===== src/rtl/seg_pkg.sv =====
// Shared constants, types and helpers for the multiplexed 7-segment scan controller.
// Segment and anode values are active-low throughout.

package seg_pkg;

    localparam int NUM_DIGITS = 4;

    localparam logic [7:0]            SEG_OFF = 8'hFF;
    localparam logic [NUM_DIGITS-1:0] AN_OFF  = 4'hF;

    typedef logic [$clog2(NUM_DIGITS)-1:0] digit_t;

    typedef enum logic {
        BLANK = 1'b0,
        DRIVE = 1'b1
    } phase_t;

    // Active-low one-hot anode pattern: only the selected digit is pulled low.
    function automatic logic [NUM_DIGITS-1:0] anode_sel(input digit_t d);
        logic [NUM_DIGITS-1:0] a;
        a    = AN_OFF;
        a[d] = 1'b0;
        return a;
    endfunction

endpackage


===== src/rtl/seg_slot_timer.sv =====
// Slot counter and digit index for the display scan; flags the blank window,
// the last cycle of each slot and the frame boundary (last cycle of the last digit).

module seg_slot_timer
    import seg_pkg::*;
#(
    parameter int PRESCALE  = 50000,
    parameter int BLANK_CYC = 16
) (
    input  logic       clk,
    input  logic       rst,
    output logic       in_blank,
    output logic       slot_end,
    output logic       frame_end,
    output logic [1:0] digit
);

    localparam int            CW   = (PRESCALE > 1) ? $clog2(PRESCALE) : 1;
    localparam logic [CW-1:0] LAST = CW'(PRESCALE - 1);

    logic [CW-1:0] cnt;

    // NOTE: sequential state uses non-blocking assignments so every flop samples
    // pre-edge values, independent of the order the always_ff blocks are evaluated.
    always_ff @(posedge clk) begin
        if (rst) begin
            cnt   <= '0;
            digit <= '0;
        end else if (slot_end) begin
            cnt   <= '0;
            digit <= digit + 2'd1;
        end else begin
            cnt   <= cnt + CW'(1);
        end
    end

    assign slot_end  = (cnt == LAST);
    assign frame_end = slot_end && (digit == 2'(NUM_DIGITS - 1));

    // A zero-length blank window would make the compare a constant, so drop it.
    generate
        if (BLANK_CYC > 0) begin : g_blank
            assign in_blank = (cnt < CW'(BLANK_CYC));
        end else begin : g_no_blank
            assign in_blank = 1'b0;
        end
    endgenerate

endmodule


===== src/rtl/seg_scan_ctrl.sv =====
// 4-digit 7-segment scan controller with tear-free shadow/active frame commit.
// Optional feature macro SEG_DIM_EN adds the `bright` input and PWM dimming.

module seg_scan_ctrl
    import seg_pkg::*;
#(
    parameter int PRESCALE  = 50000,
    parameter int BLANK_CYC = 16
) (
    input  logic       clk,
    input  logic       rst,
    input  logic       wr_en,
    input  logic [1:0] wr_addr,
    input  logic [7:0] wr_data,
    input  logic       commit,
`ifdef SEG_DIM_EN
    input  logic [3:0] bright,
`endif
    output logic       pending,
    output logic       frame_done,
    output logic [3:0] anodo,
    output logic [7:0] catodo
);

    logic       in_blank;
    logic       slot_end;
    logic       frame_end;
    logic [1:0] digit;

    logic [7:0] shadow_q  [NUM_DIGITS];
    logic [7:0] shadow_nxt[NUM_DIGITS];
    logic [7:0] active_q  [NUM_DIGITS];

    logic   copy_now;
    logic   pwm_on;
    logic   drive_en;
    phase_t phase;

    seg_slot_timer #(
        .PRESCALE  (PRESCALE),
        .BLANK_CYC (BLANK_CYC)
    ) u_timer (
        .clk       (clk),
        .rst       (rst),
        .in_blank  (in_blank),
        .slot_end  (slot_end),
        .frame_end (frame_end),
        .digit     (digit)
    );

    // Shadow as it will be after this edge, so a write on the boundary cycle
    // lands in the same copy that publishes the frame.
    // NOTE: every always_comb output gets a full default before any conditional
    // update; a missing branch would otherwise infer a latch.
    always_comb begin
        shadow_nxt = shadow_q;
        if (wr_en) begin
            shadow_nxt[wr_addr] = wr_data;
        end
    end

    assign copy_now = frame_end && (pending || commit);

    // NOTE: the buffers are only four registers and their blank-display value is
    // observable after reset, so they are reset explicitly rather than left as RAM.
    always_ff @(posedge clk) begin
        if (rst) begin
            for (int i = 0; i < NUM_DIGITS; i++) begin
                shadow_q[i] <= SEG_OFF;
                active_q[i] <= SEG_OFF;
            end
        end else begin
            shadow_q <= shadow_nxt;
            if (copy_now) begin
                active_q <= shadow_nxt;
            end
        end
    end

    // Boundary wins over a same-cycle commit: the copy consumes it immediately.
    always_ff @(posedge clk) begin
        if (rst) begin
            pending <= 1'b0;
        end else if (copy_now) begin
            pending <= 1'b0;
        end else if (commit) begin
            pending <= 1'b1;
        end
    end

`ifdef SEG_DIM_EN
    logic [3:0] pwm;

    always_ff @(posedge clk) begin
        if (rst) begin
            pwm <= 4'd0;
        end else begin
            pwm <= pwm + 4'd1;
        end
    end

    assign pwm_on = (pwm <= bright);
`else
    assign pwm_on = 1'b1;
`endif

    always_comb begin
        phase    = in_blank ? BLANK : DRIVE;
        drive_en = (phase == DRIVE) && pwm_on;
    end

    always_ff @(posedge clk) begin
        if (rst) begin
            anodo      <= AN_OFF;
            catodo     <= SEG_OFF;
            frame_done <= 1'b0;
        end else begin
            anodo      <= drive_en ? anode_sel(digit) : AN_OFF;
            catodo     <= drive_en ? active_q[digit]  : SEG_OFF;
            frame_done <= frame_end;
        end
    end

endmodule


===== config.mk =====
export PLATFORM = sky130hd
export DESIGN_NAME = seg_scan_ctrl
export DESIGN_NICKNAME = d
export VERILOG_FILES = /design/src/rtl/seg_pkg.sv /design/src/rtl/seg_slot_timer.sv /design/src/rtl/seg_scan_ctrl.sv
export SDC_FILE = /design/constraint.sdc
export NUM_CORES = 1
export LEC_CHECK = 0
export CAP_MARGIN = 10
export CORE_MARGIN = 2
export CORE_UTILIZATION = 61
export CTS_CLUSTER_DIAMETER = 30
export DETAILED_ROUTE_END_ITERATION = 6
export GPL_TIMING_DRIVEN = 0
export PLACE_DENSITY = 0.8
export SLEW_MARGIN = 20
export SYNTH_ARGS = -nofsm -noshare
export SYNTH_HDL_FRONTEND = slang
export SYNTH_HIERARCHICAL = 1
export SYNTH_SLANG_ARGS = --single-unit

===== constraint.sdc =====
create_clock -name clk -period 4.47 [get_ports clk]
set_input_delay 0.894 -clock clk [delete_from_list [all_inputs] [get_ports clk]]
set_output_delay 0.894 -clock clk [all_outputs]
set_load 0.05 [all_outputs]

Yosys cells after proc, flatten, opt, wreduce, memory -nomap -nowiden
Cells that the tools add are included.

Add/sub/neg operators: 2. Multipliers: 0. Div/mod/pow operators: 0. $lt $le $gt $ge: 6. Equality and inequality tests: 2. Shift-type cells: 0. Mux-type cells: 9. Bitwise logic cells: 3. Reductions and logical operators: 8.

Operator list (count): 32-bit bitwise mux (1); 32-bit 2-to-1 mux (1); 8-bit 2-to-1 mux (3); 16-bit by 1-bit adder with 16-bit output (second input constant) (1); 8-bit binary-select mux with 2-bit select (1); 8-bit demux with 2-bit select (1); 16-bit == test (second input constant) (1); 16-bit by 5-bit less-than comparator with 1-bit output (second input constant) (1); 3-bit greater-or-equal comparator (second input constant) (2); 2-bit NOT with 3-bit output (2); 2-bit OR reduction (3); 1-bit logical AND (4); 4-bit NOT (1); 2-bit by 3-bit less-than comparator with 1-bit output (second input constant) (1); 3-bit by 1-bit less-than comparator with 1-bit output (second input constant) (1); 2-bit by 1-bit adder with 2-bit output (second input constant) (1); 1-bit demux with 2-bit select (1); 2-bit == test (second input constant) (1); 2-bit by 1-bit greater-or-equal comparator with 1-bit output (second input constant) (1); 1-bit logical OR (1); 1-bit 2-to-1 mux (1).

Register bits: 96. Latch bits: 0. Bits in writable memories: 0. Bits in read-only memories: 0. Bits of input ports: 14. Output and inout bits: 14. Logic and storage cells: 44. Memories: 0.

Depth between registers and ports, before layout
Depth after elaboration: 7. Gate-level depth with buffers: 9. Mapped depth without buffers: 7.

Cells and area by module
The synthesis kept the hierarchy.

By module, submodules not included: seg_scan_ctrl (instances 1, cells an instance 222, area an instance 2765.2 um^2, sequential area each 1561.5 um^2); seg_slot_timer (instances 1, cells an instance 91, area an instance 853.3 um^2, sequential area each 360.3 um^2).

Least setup slack after synthesis
No wires, ideal clock.

Path type: register to register. Start: register u_timer.cnt[12]. End: register active_q[20] in the netlist's numbering. Library setup time: 0.072 ns. Data arrival time: 2.109 ns. Data required time: 4.398 ns. Setup slack: 2.290 ns. Cell stages (with the launch flop): 8. Path buffers: 1. Clock period less this slack: 2.180 ns. Path through: dfxtp_1 or4_4 nor4_4 and2_2 o21ai_0 nand2b_1 clkbuf_1 a2bb2oi_1.

Longest elaborated chain between the ends: 3.

RTL lines: from (decl) (line seg_slot_timer.sv:21) `logic [CW-1:0] cnt;`; from (signal assigned) (line seg_slot_timer.sv:33) `cnt <= cnt + CW'(1);`; 16-bit == test (line seg_slot_timer.sv:37) `assign slot_end = (cnt == LAST);`; via slot_end (line seg_scan_ctrl.sv:26) `logic slot_end;`; 1-bit logical AND (line seg_slot_timer.sv:38) `assign frame_end = slot_end && (digit == 2'(NUM_DIGITS - 1));`; via frame_end (line seg_scan_ctrl.sv:27) `logic frame_end;`; 1-bit logical AND (line seg_scan_ctrl.sv:62) `assign copy_now = frame_end && (pending || commit);`; to (signal assigned) (line seg_scan_ctrl.sv:75) `active_q <= shadow_nxt;`; to (decl) (line seg_scan_ctrl.sv:32) `logic [7:0] active_q [NUM_DIGITS];`.

The timed path passes the listed nets, and every way through them passes these cells. A chain may end at the register's enable or synchronous reset.

Worst setup path after layout
Start: register u_timer.cnt[12]. End: register active_q[23] in the netlist's numbering.

The elaborated chain is that of the path after synthesis.

==> metrics.txt <==
status complete, no violations; worst path required time 4.75 ns; crit path kind flop to flop; Iteration-0 DRC Markers 85; Final ANT Viol Nets 0; Yosys top cell area share 53.1%; total iterations of the first detailed-routing run 4; first-pass GRT wire length 11,500 um; total core area 5820 um^2; RSZ-0062 raised after global routing no; final cell count without fillers 431; max_cap viols 0; CTS H-tree lvls 3; initial antenna violation count 0; setup_tns 0 ns; Fmax achieved 0.389 GHz; DR WL/cell 16.4 um; Bufs on Longest Clock Path 2; synth top area cells dfxtp_1 (53%), mux2i_1 (9.1%), a2bb2oi_1 (7.7%), nand2b_1 (7.3%), mux4_2 (5.0%); CTS tree yes; power per standard cell area 361 nW/um^2; post-synthesis average cell area 11.6 um^2; Switching Power 339 uW; Setup crit end kind flop; # Post-CTS Setup Buffers 0; max_slew headroom 39.9%; Layout area overhead 15.3%; worst path arrival time 2.85 ns; Logic pwr share 5.8%; R2R setup slack 1.90 ns; Hold Vio Cnt, Final 0; GP Congestion 0.870; Initial Util 62.2%; pin count of the biggest net entering global routing 16; maximum vdd drop 0.000209 V; Critical Path Fanout Max 10; Root Buffer clkbuf_8; Die ar. 6560 um^2; placed cell count 415; number of global-route vias before repair 2,310; post-synth design cell area 3620 um^2; Tcrit/Tclk final 57.5%; post-synthesis sequential area ratio 53.1%; DRC errors left 0; hold_buf cts 0; Vias 2,369; Post-DP Area 3980 um^2; Syn Nets 329; Yosys top cell by area dfxtp_1; die height 81.0 um; Syn. warnings 6; num ports 28; GRT Overall Usage 24.2%; worst skew pair latency 0.36 ns; layout cell share with drive strength beyond 1 12.9%; Filler cells 449; GR Overflow Total 0; Clock power frac 36.3%; final clock skew 0.00842 ns; row count 28; Post-Route WL 7060 um; vias per cell 5.50; Sw Share 22.5%; Hold WC Path Type flop to flop; Distinct cells, synth 32; post-cts sizing count 0; Clock Sinks 96; fin area 4170 um^2; Leak 0.00161 uW; FF+latch count, synth 96; Clk pin slew, worst setup/hold paths 0.08 ns; nets 367; diodes inserted 0; fin. max-slew vios 0; CTS Buf Count 9; Worst Max-Slew Pin Slew 0.898 ns; critical path launch point type flop; Final min period 2.57 ns; Reg power frac 57.9%; Cell Int Power 1170 uW; Port Buf Inserts 27; DPL Wire Length 4710 um; Setup violations, final 0; Mapped Cells 313; Die W 81.0 um
## registers in the layout, indices dropped and copies added (netlist names)
register	cells
active_q	32
pending	1
u_timer/cnt	16
frame_done	1
anodo	4
catodo	8
u_timer/digit	2
shadow_q	32
## stage by stage
step / util [%] / setup WS, ns / hold slack, ns / total power (uW)
2_1_floorplan: - / 2.29 / 0.439 / 947
6_report: 71.7 / 1.90 / 0.477 / 1510
5_1_grt: 71.7 / 1.71 / 0.492 / 1560
3_3_place_gp: 68.5 / 1.86 / 0.451 / 977
3_5_place_dp: 68.5 / 1.77 / 0.460 / 980
4_1_cts: 71.7 / 1.88 / 0.481 / 1520
## critical path, cell delays in order, from the launching register on
cell	delay, ns
dfxtp_1	0.36
or4_4	0.57
nor4_4	0.40
and2_2	0.23
o21ai_0	0.08
nand2b_1	0.17
buf_1	0.47
a2bb2oi_1	0.22
## final cells by class
class	instances	area [um^2]	area share (%)
Buffer	18	111	2.67
Timing Repair Buffer	27	270	6.48
Tap cell	75	93.8	2.25
Sequential cell	96	1920	46.1
Clock buffer	11	131	3.15
Multi-Input combinational cell	195	1570	37.6
Inverter	4	15.0	0.360
Clock inverter	5	57.6	1.38
## layer usage
layer / routed length [um] / up-vias / GRT usage [%]
li1: - / 1175 / -
met5: 0 / - / 0
met1: 3160 / 1139 / 29.5
met4: 125 / 0 / 9.15
met2: 3510 / 42 / 41.3
met3: 260 / 13 / 6.00
## cells in the final DEF, fill, tap and decap left out, drive strengths merged, types with 2 or more instances in the layout
master,count
dfxtp,96
nand2b,42
mux2i,33
a2bb2oi,32
clkdlybuf4s50,27
nor2,24
clkbuf,15
xnor2,14
buf,14
mux4,8
nand3,7
nor3,6
nand4,5
nor4,5
nand2,4
inv,4
nand3b,3
clkinvlp,3
nor2b,2
ha,2
or4,2
## path summary, 6_finish.rpt
check	start	end	cells past startpoint
worst max-delay path	u_timer/cnt[12]$_SDFF_PP0_	active_q[23]$_SDFFE_PP1P_	7
worst min-delay path	u_timer/cnt[0]$_SDFF_PP0_	u_timer/cnt[0]$_SDFF_PP0_	1
worst max register to register	u_timer/cnt[12]$_SDFF_PP0_	active_q[23]$_SDFFE_PP1P_	7
worst min register to register	u_timer/cnt[0]$_SDFF_PP0_	u_timer/cnt[0]$_SDFF_PP0_	1
## kinds of logic (layout without fill, tap and decap cells)
group,Yosys count,in the layout,synth area share [%]
AO/OA/AOI/OAI,33,33,7.88
flip-flops,96,96,53.1
multiplexers,41,41,14.1
adder cells (fa/ha/maj),2,2,0.691
AND/OR/NAND/NOR,104,104,17.1
XOR/XNOR,15,15,3.63
buffers and inverters,22,65,3.49
## power by group through the flow
stage	Combinational [uW]	Clock [uW]	Sequential, uW
floorplan	53.1	0	894
global placement	84.9	0	892
detailed placement	86.7	0	893
CTS	87.3	556	873
global route	93.7	589	874
finish	86.8	547	873
## cells in the mapped netlist
cell type,instances
dfxtp_1,96
nand2b_1,42
mux2i_1,33
a2bb2oi_1,32
nor2_1,14
xnor2_1,14
nor2_2,10
mux4_2,8
buf_2,7
nand3_1,7
nor3_1,6
nand4_1,5
clkbuf_1,4
inv_1,4
nand2_1,4
nor4_1,4
buf_1,3
nand3b_1,3
buf_6,2
ha_1,2
nor2b_1,2
and2_2,1
buf_12,1
buf_4,1
nor4_4,1
o21ai_0,1
or2_1,1
or3_1,1
or3b_1,1
or4_1,1
or4_4,1
xor2_1,1
(Power assumes the default switching activity.)
==> RTL change, RTL diff (same settings) <==
Remove the register `catodo`: a continuous assignment takes its place, so the output `catodo` follows one clock earlier.
--- a/src/rtl/seg_scan_ctrl.sv
+++ b/src/rtl/seg_scan_ctrl.sv
@@ -112,14 +112,14 @@
     always_ff @(posedge clk) begin
         if (rst) begin
             anodo      <= AN_OFF;
-            catodo     <= SEG_OFF;
             frame_done <= 1'b0;
         end else begin
             anodo      <= drive_en ? anode_sel(digit) : AN_OFF;
-            catodo     <= drive_en ? active_q[digit]  : SEG_OFF;
             frame_done <= frame_end;
         end
     end
 
+    assign catodo = drive_en ? active_q[digit]  : SEG_OFF;
+
 endmodule
 
Function: same outputs for any inputs over 10 cycles, from zero or initial values and one cycle with rst high; that may be too few to reach the edited logic, so the function may still have changed.
==> RTL change against the original RTL <==
  * Area after synthesis fell by 4.2%
  * Combinational power is 0.5% lower
  * Register-to-register slack got worse by 0.10 ns
  * Sequential cell count shrank 8
  * Highest routed layer unchanged
  * Sequential share of layout area fell by 2.7 points
  * Setup slack worse by 1.4 ns
  * Routed wire length down 1.0%
  * Largest cell class unchanged
  * Final area is 2.6% lower
  * Die area shrank 4.0%
  * Total power down 1.2%
==> RTL change: results (changes against the original RTL) <==
[yosys]
yosys_warnings=6  ; unchanged
synth.avg_cell_area_um2=11.4  ; was 11.6 um2
synth_mux_area_share_pct=14.8  ; was 14.1%
synthDistinctLibCells=33  ; was 32
synth_common_cells=dfxtp_1, nand2b_1, mux2i_1  ; unchanged
yosys.area_share.adder_pct=0.722  ; was 0.692%
yosysSeqAreaShare_pct=50.8  ; was 53.1%
synth_xor_area_share_pct=3.79  ; was 3.63%
synth_nets=321  ; was 329
ys_top_cells_by_area=dfxtp_1, mux2i_1, a2bb2oi_1, nand2b_1, mux4_2  ; unchanged
synth_compound_area_share_pct=8.23  ; was 7.88%

[timing]
fin_skew_ns=0.00886  ; was 0.00842 ns
slew_headroom_pct=55.2  ; was 39.9%

[grt]
grt_usage_pct=25.1  ; was 24.2%
grt_pass1_wl_um=11900  ; was 11500 um
grt_pass1_vias=2390  ; was 2310
grt_max_degree=15  ; was 16

[power]
p_leak_nw=1.58  ; was 1.61 nW
total_power_mw=1.49  ; was 1.51 mW
worst_ir_drop_vdd_v=0.000254  ; was 0.000209 V

[clock_tree]
clock_latency_ns=0.34  ; was 0.36 ns
post-cts-setup-buffers=0  ; unchanged

[worst_setup_path]
crit_fanout=6  ; was 10
crit_slowest_cell=clkdlybuf4s50_1  ; was or4_4
slowest_delay_ns=0.79  ; was 0.57 ns

[placed_design]
placed_area_um2=3840  ; was 3980 um2
dpl.cell_count=405  ; was 415
gp_congestion=0.823  ; was 0.870
pre_cts_slack_ns=0.929  ; was 1.77 ns

[final_layout]
drive_gt1_share_pct=14.3  ; was 12.9%
final_nets=360  ; was 367

[status]
outcome=finished, final reports clean  ; unchanged

[detailed_routing]
vias_per_cell=5.58  ; was 5.50
wl_per_cell_um=16.6  ; was 16.4 um
detailedRoute.firstIterationViolations=128  ; was 85
firstDrtPassIters=4  ; unchanged
totalWireLength_um=6990  ; was 7060 um

## RTL change: cell type report
class | instances | area (um2)
flip-flops and latches | 88 | 1760
clock buffers | 12 | 145
repair buffers | 28 | 278
plain buffers | 18 | 116
fillers | 399 | 1440
well taps | 72 | 90.1
clock inverters | 4 | 77.6
inverters | 4 | 15.0
multi-input cells | 195 | 1580
## RTL change: worst register-to-register path: stages, from the launching register on
cell and delay, ns:
dfxtp_1 0.36, or4_4 0.58, nor4_4 0.42, and2_2 0.23, o21ai_0 0.09, nand2b_1 0.16
clkbuf_1 0.50, a2bb2oi_1 0.24
## RTL change: logic make-up (layout without fill, tap and decap cells)
family	after synthesis	in the layout
AND/OR/NAND/NOR	104	104
flip-flops	88	88
multiplexers	41	41
AO/OA/AOI/OAI	33	33
buffers and inverters	22	66
XOR/XNOR	15	15
adder cells (fa/ha/maj)	2	2
## RTL change: power breakdown
group | internal [mW] | switching [mW]
sequential | 0.796 | 0.00550
combinational | 0.0423 | 0.0440
clock | 0.333 | 0.268
total | 1.17 | 0.317
## RTL change: path summary, 6_finish.rpt
check	startpoint	endpoint	slack, ns	cells past startpoint
max	u_timer/cnt[12]	catodo[6]	0.49	5
min reg2reg	u_timer/cnt[0]	u_timer/cnt[0]	0.48	1
min	u_timer/cnt[0]	u_timer/cnt[0]	0.48	1
max reg2reg	u_timer/cnt[12]	active_q[24]	1.80	7
## RTL change: routing by layer
| metal | vias up | part of all wire, % | track usage, % |
|---|---|---|---|
| met5 | - | 0 | 0 |
| met1 | 1110 | 48 | 34.4 |
| met2 | 68 | 45 | 38.3 |
| li1 | 1154 | - | - |
| met4 | 0 | 3.0 | 12.4 |
| met3 | 19 | 4.2 | 4.75 |
